<file path="src/rtl/pe_pkg.sv">
// Shared types and constants for the pe_mac_cell processing element.
package pe_pkg;

    typedef enum logic [1:0] {
        ST_IDLE = 2'd0,
        ST_ACC  = 2'd1,
        ST_DONE = 2'd2
    } pe_state_e;

    localparam logic MODE_SERIAL   = 1'b0;
    localparam logic MODE_SYSTOLIC = 1'b1;

endpackage

</file>
<file path="src/rtl/pe_mul_add.sv">
// Combinational a*b + c with carry-out; PE_SAT_EN clamps the sum to all-ones on carry.
module pe_mul_add #(
    parameter int DATA_W = 8,
    parameter int ACC_W  = 20
) (
    input  logic [DATA_W-1:0] a_i,
    input  logic [DATA_W-1:0] b_i,
    input  logic [ACC_W-1:0]  c_i,
    output logic [ACC_W-1:0]  sum_o,
    output logic              carry_o
);

    logic [2*DATA_W-1:0] prod;
    logic [ACC_W:0]      sum_full;

    always_comb begin
        prod     = {{DATA_W{1'b0}}, a_i} * {{DATA_W{1'b0}}, b_i};
        sum_full = {1'b0, c_i} + {1'b0, ACC_W'(prod)};
        carry_o  = sum_full[ACC_W];
`ifdef PE_SAT_EN
        // A clamped accumulator overflows again on any non-zero addend, so it stays clamped.
        sum_o    = carry_o ? {ACC_W{1'b1}} : sum_full[ACC_W-1:0];
`else
        sum_o    = sum_full[ACC_W-1:0];
`endif
    end

endmodule

</file>
<file path="src/rtl/pe_mac_cell.sv">
// Dual-mode PE: serial output-stationary MAC over K beats, or systolic weight-stationary
// multiply-add. Optional clamping on overflow with PE_SAT_EN.
module pe_mac_cell
    import pe_pkg::*;
#(
    parameter int DATA_W = 8,
    parameter int ACC_W  = 20,
    parameter int K_MAX  = 16,
    parameter int CNT_W  = $clog2(K_MAX + 1)
) (
    input  logic              clk_i,
    input  logic              rst_i,
    input  logic              mode_i,
    input  logic              start_i,
    input  logic [CNT_W-1:0]  k_len_i,
    output logic              busy_o,
    input  logic              in_valid_i,
    output logic              in_ready_o,
    input  logic [DATA_W-1:0] a_i,
    input  logic [DATA_W-1:0] b_i,
    input  logic [ACC_W-1:0]  y_i,
    input  logic              w_load_i,
    output logic [DATA_W-1:0] a_o,
    output logic [ACC_W-1:0]  y_o,
    output logic              out_valid_o,
    input  logic              out_ready_i,
    output logic              ovf_o,
    output pe_state_e         dbg_state_o
);

    // Handshake: a beat transfers on a cycle where in_valid_i && in_ready_o; a result
    // transfers where out_valid_o && out_ready_i (serial mode only).

    pe_state_e         state_q, state_d;
    logic [ACC_W-1:0]  acc_q, acc_d;
    logic [CNT_W-1:0]  cnt_q, cnt_d;
    logic [CNT_W-1:0]  k_q, k_d;
    logic [DATA_W-1:0] weight_q, weight_d;
    logic [DATA_W-1:0] a_out_q, a_out_d;
    logic [ACC_W-1:0]  y_out_q, y_out_d;
    logic              out_valid_q, out_valid_d;
    logic              ovf_q, ovf_d;
    logic              in_ready;

    logic              systolic;
    logic              k_ok;
    logic [DATA_W-1:0] ma_b;
    logic [ACC_W-1:0]  ma_c;
    logic [ACC_W-1:0]  ma_sum;
    logic              ma_carry;

    assign systolic = (state_q == ST_IDLE) && (mode_i == MODE_SYSTOLIC);
    assign k_ok     = (k_len_i != '0) && (k_len_i <= CNT_W'(K_MAX));

    // One multiply-add serves both modes; operand sources switch with the mode.
    assign ma_b = systolic ? weight_q : b_i;
    assign ma_c = systolic ? y_i : acc_q;

    pe_mul_add #(
        .DATA_W (DATA_W),
        .ACC_W  (ACC_W)
    ) u_mul_add (
        .a_i     (a_i),
        .b_i     (ma_b),
        .c_i     (ma_c),
        .sum_o   (ma_sum),
        .carry_o (ma_carry)
    );

    always_ff @(posedge clk_i) begin
        if (rst_i) begin
            state_q     <= ST_IDLE;
            acc_q       <= '0;
            cnt_q       <= '0;
            k_q         <= '0;
            weight_q    <= '0;
            a_out_q     <= '0;
            y_out_q     <= '0;
            out_valid_q <= 1'b0;
            ovf_q       <= 1'b0;
        end else begin
            state_q     <= state_d;
            acc_q       <= acc_d;
            cnt_q       <= cnt_d;
            k_q         <= k_d;
            weight_q    <= weight_d;
            a_out_q     <= a_out_d;
            y_out_q     <= y_out_d;
            out_valid_q <= out_valid_d;
            ovf_q       <= ovf_d;
        end
    end

    always_comb begin
        state_d     = state_q;
        acc_d       = acc_q;
        cnt_d       = cnt_q;
        k_d         = k_q;
        weight_d    = weight_q;
        a_out_d     = a_out_q;
        y_out_d     = y_out_q;
        out_valid_d = out_valid_q;
        ovf_d       = ovf_q;
        in_ready    = 1'b0;

        case (state_q)
            ST_IDLE: begin
                out_valid_d = 1'b0;
                if (mode_i == MODE_SYSTOLIC) begin
                    // A weight load takes the cycle; any beat offered alongside is refused.
                    if (w_load_i) begin
                        weight_d = b_i;
                    end else begin
                        in_ready = 1'b1;
                        if (in_valid_i) begin
                            a_out_d     = a_i;
                            y_out_d     = ma_sum;
                            out_valid_d = 1'b1;
                            ovf_d       = ovf_q | ma_carry;
                        end
                    end
                end else if (start_i && k_ok) begin
                    acc_d   = '0;
                    cnt_d   = '0;
                    k_d     = k_len_i;
                    ovf_d   = 1'b0;
                    state_d = ST_ACC;
                end
            end
            ST_ACC: begin
                in_ready = 1'b1;
                if (in_valid_i) begin
                    acc_d   = ma_sum;
                    cnt_d   = cnt_q + CNT_W'(1);
                    a_out_d = a_i;
                    ovf_d   = ovf_q | ma_carry;
                    if (cnt_d == k_q) begin
                        y_out_d     = ma_sum;
                        out_valid_d = 1'b1;
                        state_d     = ST_DONE;
                    end
                end
            end
            ST_DONE: begin
                if (out_ready_i) begin
                    out_valid_d = 1'b0;
                    state_d     = ST_IDLE;
                end
            end
            default: begin
                state_d = ST_IDLE;
            end
        endcase
    end

    assign busy_o      = (state_q != ST_IDLE);
    assign in_ready_o  = in_ready;
    assign a_o         = a_out_q;
    assign y_o         = y_out_q;
    assign out_valid_o = out_valid_q;
    assign ovf_o       = ovf_q;
    assign dbg_state_o = state_q;

endmodule

</file>
<file path="config.mk">
export PLATFORM = sky130hd
export DESIGN_NAME = pe_mac_cell
export DESIGN_NICKNAME = d
export VERILOG_FILES = /design/src/rtl/pe_pkg.sv /design/src/rtl/pe_mul_add.sv /design/src/rtl/pe_mac_cell.sv
export SDC_FILE = /design/constraint.sdc
export NUM_CORES = 1
export LEC_CHECK = 0
export ABC_AREA = 1
export CELL_PAD_IN_SITES_DETAIL_PLACEMENT = 0
export CELL_PAD_IN_SITES_GLOBAL_PLACEMENT = 1
export CORE_ASPECT_RATIO = 1.75
export CORE_MARGIN = 2
export CORE_UTILIZATION = 44
export CTS_CLUSTER_DIAMETER = 80
export DETAILED_ROUTE_END_ITERATION = 12
export PLACE_DENSITY_LB_ADDON = 0.15
export SYNTH_ARGS = -nofsm -noshare
export SYNTH_HDL_FRONTEND = slang
export SYNTH_SLANG_ARGS = --single-unit
</file>
<file path="constraint.sdc">
create_clock -name clk_i -period 11.2 [get_ports clk_i]
set_clock_uncertainty 0.05 [all_clocks]
set_input_delay 1.68 -clock clk_i [delete_from_list [all_inputs] [get_ports clk_i]]
set_output_delay 1.68 -clock clk_i [all_outputs]
set_load 0.01 [all_outputs]
</file>
==> results.py, run 1 <==
metrics = {
    "global_route": {
        "grtUsageMet1_pct": 27.0,
        "use_met3_pct": 3.19,
        "grt_max_degree": 39,
        "grt_first_pass_wirelength_um": 30100,
        "top_usage_layer": "met2",
        "grt_pass1_vias": 5990,
        "grtUsageTotal_pct": 26.2,
        "use_met2_pct": 50.2,
        "grt_overflow": 0,
        "antenna_found_initial": 0,
    },
    "floorplanning": {
        "die_height_um": 161,
        "rows": 57,
        "die_x_um": 93.5,
        "die-area_sq_mm": 0.0150,
        "pin_count": 82,
        "initial_core_util_pct": 44.8,
        "fp.coreArea_sq_mm": 0.0138,
    },
    "synthesis": {
        "ys_warn_count": 0,
        "ys_seq_elements": 70,
        "syn_area_per_cell_sq_um": 7.06,
        "ys_types": 37,
        "netlist.area_leader.share_pct": 22.7,
        "async_flop_share_pct": 0,
        "synth-seq-area-share_pct": 22.7,
        "synth-edff-count": 0,
        "yosysTopAreaCell": "dfxtp_1",
        "synth_cells": 874,
        "synthFlopType": "dfxtp_1",
        "synthTopCellsByArea": "dfxtp_1 23%, fa_1 16%, nand2_1 12%",
        "syn_nets": 1019,
        "synth_area_sq_mm": 0.00617,
    },
    "clocking": {
        "cts_buffers": 9,
        "holdBufCountCts": 0,
        "cts_tree": "done",
        "ctsLongestPathBuffers": 2,
        "clk_latency_ns": 0.35,
        "post_cts_resized": 0,
        "post_cts_buffers": 0,
        "h-tree-depth": 3,
        "clk_root_buffer_cell": "clkbuf_16",
        "cts.sinks": 70,
        "cts.reportedPaths.clkPinSlew_ns": 0.06,
    },
    "timing": {
        "rsz0062_at_grt": "false",
        "period_minus_slack_ns": 8.03,
        "setup_viol": 0,
        "period_share_pct": 71.7,
        "slew_violations": 0,
        "relSlewSlack_pct": 25.5,
        "worst_pin_slew_ns": 1.12,
        "max_freq_mhz": 125,
        "final_hold_viol_count": 0,
        "hold_ws_ns": 0.409,
        "fin_setup_tns_ns": 0,
    },
    "critical_path": {
        "cp-start-kind": "primary input",
        "required_ns": 11.37,
        "cp-end-kind": "flip-flop",
        "path_class": "primary input to flip-flop",
        "critPathArrivalTime_ns": 8.20,
        "cp_max_fo": 32,
    },
    "placed_design": {
        "dpl.hpwl_um": 15400,
        "routabilityCongestion": 0.943,
        "io_buffers": 81,
    },
    "final_layout": {
        "final_common_cell": "nand2_1",
        "final_cell_mix": "203 x nand2_1, 158 x inv_1, 112 x nor2_1, 81 x clkdlybuf4s50_1, 70 x dfxtp_1",
        "area_growth_pct": 19.9,
        "nets": 1089,
        "drive_gt1_share_pct": 4.95,
        "diodes": 0,
    },
    "routing": {
        "drc": 0,
        "viasPerCell": 5.05,
        "totalWireLength_um": 18800,
        "drtIter0Drc": 244,
        "drtAntennaViolNets": 0,
        "drtPass1Iterations": 5,
        "wl_per_cell_um": 16.7,
        "vias": 5689,
    },
    "run_status": {
        "outcome": "complete, no violations",
    },
    "hold_path": {
        "hp-class": "flip-flop to flip-flop",
    },
    "job": {
        "cap_violations": 0,
    },
}
final cells by class:
cell class	instances	area, sq um
fill	1389	6360
multi-input combinational	618	4010
sequential	70	1400
timing repair buffer	82	818
inverter	163	614
clock buffer	11	253
tap	177	221
clock inverter	5	81.3
routing by layer:
metal / up-vias / wire (um)
met4: 0 / 962
met5: - / 0
li1: 2842 / -
met2: 141 / 10500
met1: 2659 / 6690
met3: 47 / 634
path summary, 6_finish.rpt:
| path | end | slack, ns | start | cells after the start |
|---|---|---|---|---|
| worst max-delay path | acc_q[11]$_SDFFE_PP0P_ | 3.17 | mode_i | 25 |
| worst min-delay path | weight_q[0]$_SDFFE_PP0P_ | 0.41 | weight_q[0]$_SDFFE_PP0P_ | 2 |
| worst max register to register | acc_q[11]$_SDFFE_PP0P_ | 4.18 | dbg_state_o[0]$_SDFFE_PP0P_ | 26 |
| worst min register to register | weight_q[0]$_SDFFE_PP0P_ | 0.41 | weight_q[0]$_SDFFE_PP0P_ | 2 |
flip-flops by register name (all words and copies together) (netlist names):
| signal | count |
|---|---|
| a_o | 8 |
| acc_q | 20 |
| cnt_q | 5 |
| dbg_state_o | 2 |
| k_q | 5 |
| out_valid_o | 1 |
| ovf_o | 1 |
| weight_q | 8 |
| y_o | 20 |
metrics by stage:
step | setup WS [ns] | cells | utilization [%] | instance area (sq um)
final | 3.17 | 1126 | 53.8 | 7400
after global routing | 2.67 | 1126 | 53.8 | 7400
after CTS | 3.12 | 1126 | 53.8 | 7400
after detailed placement | 2.80 | 1110 | 51.3 | 7070
after global placement | 2.81 | 1110 | 51.3 | 7070
after floorplan | 5.15 | 874 | - | 6170
critical path: stages:
cell	delay [ns]
clkdlybuf4s50_1	0.46
nand2_2	0.67
inv_1	0.61
or2_2	0.44
o21ai_0	0.24
inv_1	0.30
nand2_1	0.15
fa_1	0.42
inv_1	0.09
fa_1	0.42
inv_1	0.08
fa_1	0.44
fa_1	0.55
inv_1	0.04
ha_1	0.36
nand2_1	0.10
nand2_1	0.07
inv_1	0.07
o21ai_0	0.18
nand2_1	0.11
nand2_1	0.10
xnor2_1	0.34
nor2_1	0.10
a21oi_1	0.12
nor2_1	0.05
cells in the mapped netlist, types with 7 or more instances:
master / count
ha_1: 47
o21ai_0: 36
o21a_1: 7
or2_2: 8
nand3_1: 33
inv_1: 158
buf_2: 7
nor2_1: 112
dfxtp_1: 70
fa_1: 50
a21oi_1: 60
nand4_1: 13
clkbuf_1: 7
mux2i_1: 10
nand2_1: 203
cell families (layout without fill, tap and decap cells):
family,Yosys count,after routing,share of synthesized area (%)
buffers and inverters,186,261,12.3
multiplexers,10,10,1.62
adder cells (fa/ha/maj),97,97,25.7
flip-flops,70,70,22.7
AND/OR/NAND/NOR,393,393,27.1
XOR/XNOR,7,7,0.993
AO/OA/AOI/OAI,111,111,9.57
Power of run 1 is left out: the tool's default activity adds up to more than one toggle a clock period on the data nets, which glitch-free logic cannot reach.
==> inputs of run 2 (changes only) <==
--- a/config.mk
+++ b/config.mk
@@ -10,7 +10,7 @@
 export CELL_PAD_IN_SITES_GLOBAL_PLACEMENT = 1
 export CORE_ASPECT_RATIO = 1.75
 export CORE_MARGIN = 2
-export CORE_UTILIZATION = 44
+export CORE_UTILIZATION = 41
 export CTS_CLUSTER_DIAMETER = 80
 export DETAILED_ROUTE_END_ITERATION = 12
 export PLACE_DENSITY_LB_ADDON = 0.15
==> constraint.sdc (replaced) <==
create_clock -name clk_i -period 7.4 [get_ports clk_i]
set_clock_uncertainty 0.05 [all_clocks]
set_input_delay 1.11 -clock clk_i [delete_from_list [all_inputs] [get_ports clk_i]]
set_output_delay 1.11 -clock clk_i [all_outputs]
set_load 0.01 [all_outputs]
==> run 2 against run 1 <==
Design area up 0.29%; register-to-register slack lost 2.7 ns; hold slack worse by 0.0032 ns; largest cell class unchanged.
==> results.py, run 2 (synthesized netlist as in run 1, its figures left out) <==
metrics = {
    "global_route": {
        "grtUsageMet1_pct": 23.9,
        "top_usage_layer": "met2",
        "antenna_found_initial": 0,
        "use_met3_pct": 2.99,
        "grt_pass1_vias": 5814,
        "grt_overflow": 0,
        "grt_first_pass_wirelength_um": 29300,
        "grtUsageTotal_pct": 23.0,
        "grt_max_degree": 39,
        "use_met2_pct": 43.9,
    },
    "floorplanning": {
        "die_x_um": 96.8,
        "rows": 59,
        "fp.coreArea_sq_mm": 0.0148,
        "die_height_um": 166,
        "pin_count": 82,
        "initial_core_util_pct": 41.8,
        "die-area_sq_mm": 0.0161,
    },
    "timing": {
        "fin_setup_tns_ns": 0,
        "max_freq_mhz": 155,
        "final_hold_viol_count": 0,
        "relSlewSlack_pct": 30.6,
        "period_minus_slack_ns": 6.43,
        "worst_pin_slew_ns": 1.04,
        "slew_violations": 0,
        "rsz0062_at_grt": "false",
        "setup_viol": 0,
        "period_share_pct": 86.9,
    },
    "job": {
        "cap_violations": 0,
    },
    "run_status": {
        "outcome": "complete, no violations",
    },
    "placed_design": {
        "routabilityCongestion": 0.957,
        "dpl.hpwl_um": 14800,
        "io_buffers": 81,
    },
    "clocking": {
        "cts.reportedPaths.clkPinSlew_ns": 0.06,
        "h-tree-depth": 3,
        "post_cts_resized": 0,
        "clk_root_buffer_cell": "clkbuf_16",
        "cts_buffers": 9,
        "clk_latency_ns": 0.34,
        "cts.sinks": 70,
        "cts_tree": "done",
        "ctsLongestPathBuffers": 2,
        "holdBufCountCts": 0,
        "post_cts_buffers": 0,
    },
    "routing": {
        "drtPass1Iterations": 5,
        "wl_per_cell_um": 15.9,
        "vias": 5635,
        "drtAntennaViolNets": 0,
        "drc": 0,
        "drtIter0Drc": 148,
        "viasPerCell": 4.96,
        "totalWireLength_um": 18100,
    },
    "critical_path": {
        "critPathArrivalTime_ns": 6.60,
        "timing.rr.start": "dbg_state_o[0]$_SDFFE_PP0P_",
        "crit_top_cell": "inv_1",
        "crit_path_cell_trace": "clkdlybuf4s50_1 > nand2_2 > inv_1 > or2_2 > o21ai_0 > inv_1 > nand2_1 > fa_1 > inv_1 > fa_1 > inv_1 > fa_1 > fa_1 > inv_1 > ha_1 > nand2_1 > o21ai_0 > nand2_1 > nand2_1 > xnor2_1 > nor2_1 > a21oi_1 > nor2_1",
        "cp_max_fo": 20,
        "critPathMaxStageDelay_ns": 0.58,
        "path_buf_inv": 6,
        "path_class": "primary input to flip-flop",
        "crit_start": "mode_i",
        "cp-start-kind": "primary input",
        "required_ns": 7.57,
        "crit_family": "adder cells",
        "cp-end-kind": "flip-flop",
        "cp_slowest_cell": "fa_1",
    },
    "final_layout": {
        "nets": 1092,
        "area_growth_pct": 20.3,
        "final_cell_mix": "203 x nand2_1, 158 x inv_1, 112 x nor2_1, 81 x clkdlybuf4s50_1, 70 x dfxtp_1",
        "drive_gt1_share_pct": 5.15,
        "final_common_cell": "nand2_1",
        "diodes": 0,
    },
    "hold_path": {
        "hp-class": "flip-flop to flip-flop",
        "min-delay-start": "ovf_o$_SDFFE_PP0P_",
    },
}
run 2: metal layers:
layer / vias to the layer above / part of all wire, %
met4: 0 / 5.5
met1: 2632 / 37
met5: - / 0
met3: 46 / 2.7
li1: 2845 / -
met2: 112 / 55
run 2: through the flow:
stage                     hold WS (ns)  util (%)  setup slack (ns)  instance area [sq um]  std cells
after detailed placement         0.398      48.1             0.611                   7100       1119
final                            0.406      50.3             0.967                   7420       1135
after global routing             0.428      50.3             0.610                   7420       1135
after global placement           0.394      48.1             0.623                   7100       1119
after CTS                        0.408      50.3             0.960                   7420       1135
after floorplan                  0.388         -              1.92                   6170        874
run 2: area by class of cell:
cell class	instances	area [sq um]
fillers	1569	7340
multi-input cells	618	4010
flip-flops and latches	70	1400
repair buffers	85	841
inverters	163	614
clock buffers	11	243
well taps	183	229
clock inverters	5	82.6
run 2: worst register-to-register path: stages, from the launching register on:
cell and delay (ns):
dfxtp_1 0.34, inv_1 0.13, ha_1 0.29, nand2_2 0.08, inv_1 0.41, or2_2 0.20
o21ai_0 0.20, inv_1 0.28, nand2_1 0.12, fa_1 0.54, inv_1 0.05, fa_1 0.49
inv_1 0.04, fa_1 0.46, fa_1 0.58, inv_1 0.05, ha_1 0.37, nand2_1 0.09
o21ai_0 0.38, nand2_1 0.10, nand2_1 0.13, xnor2_1 0.18, nor2_1 0.07, a21oi_1 0.12
nor2_1 0.05
run 2: final timing paths:
check                                         endpoint  slack [ns]  cells after the start
worst max-delay path            acc_q[11]$_SDFFE_PP0P_        0.97                     23
worst min-delay path                ovf_o$_SDFFE_PP0P_        0.41                      2
worst max register to register  acc_q[11]$_SDFFE_PP0P_        1.47                     24
worst min register to register      ovf_o$_SDFFE_PP0P_        0.41                      2
Power of run 2 is left out for the same reason.
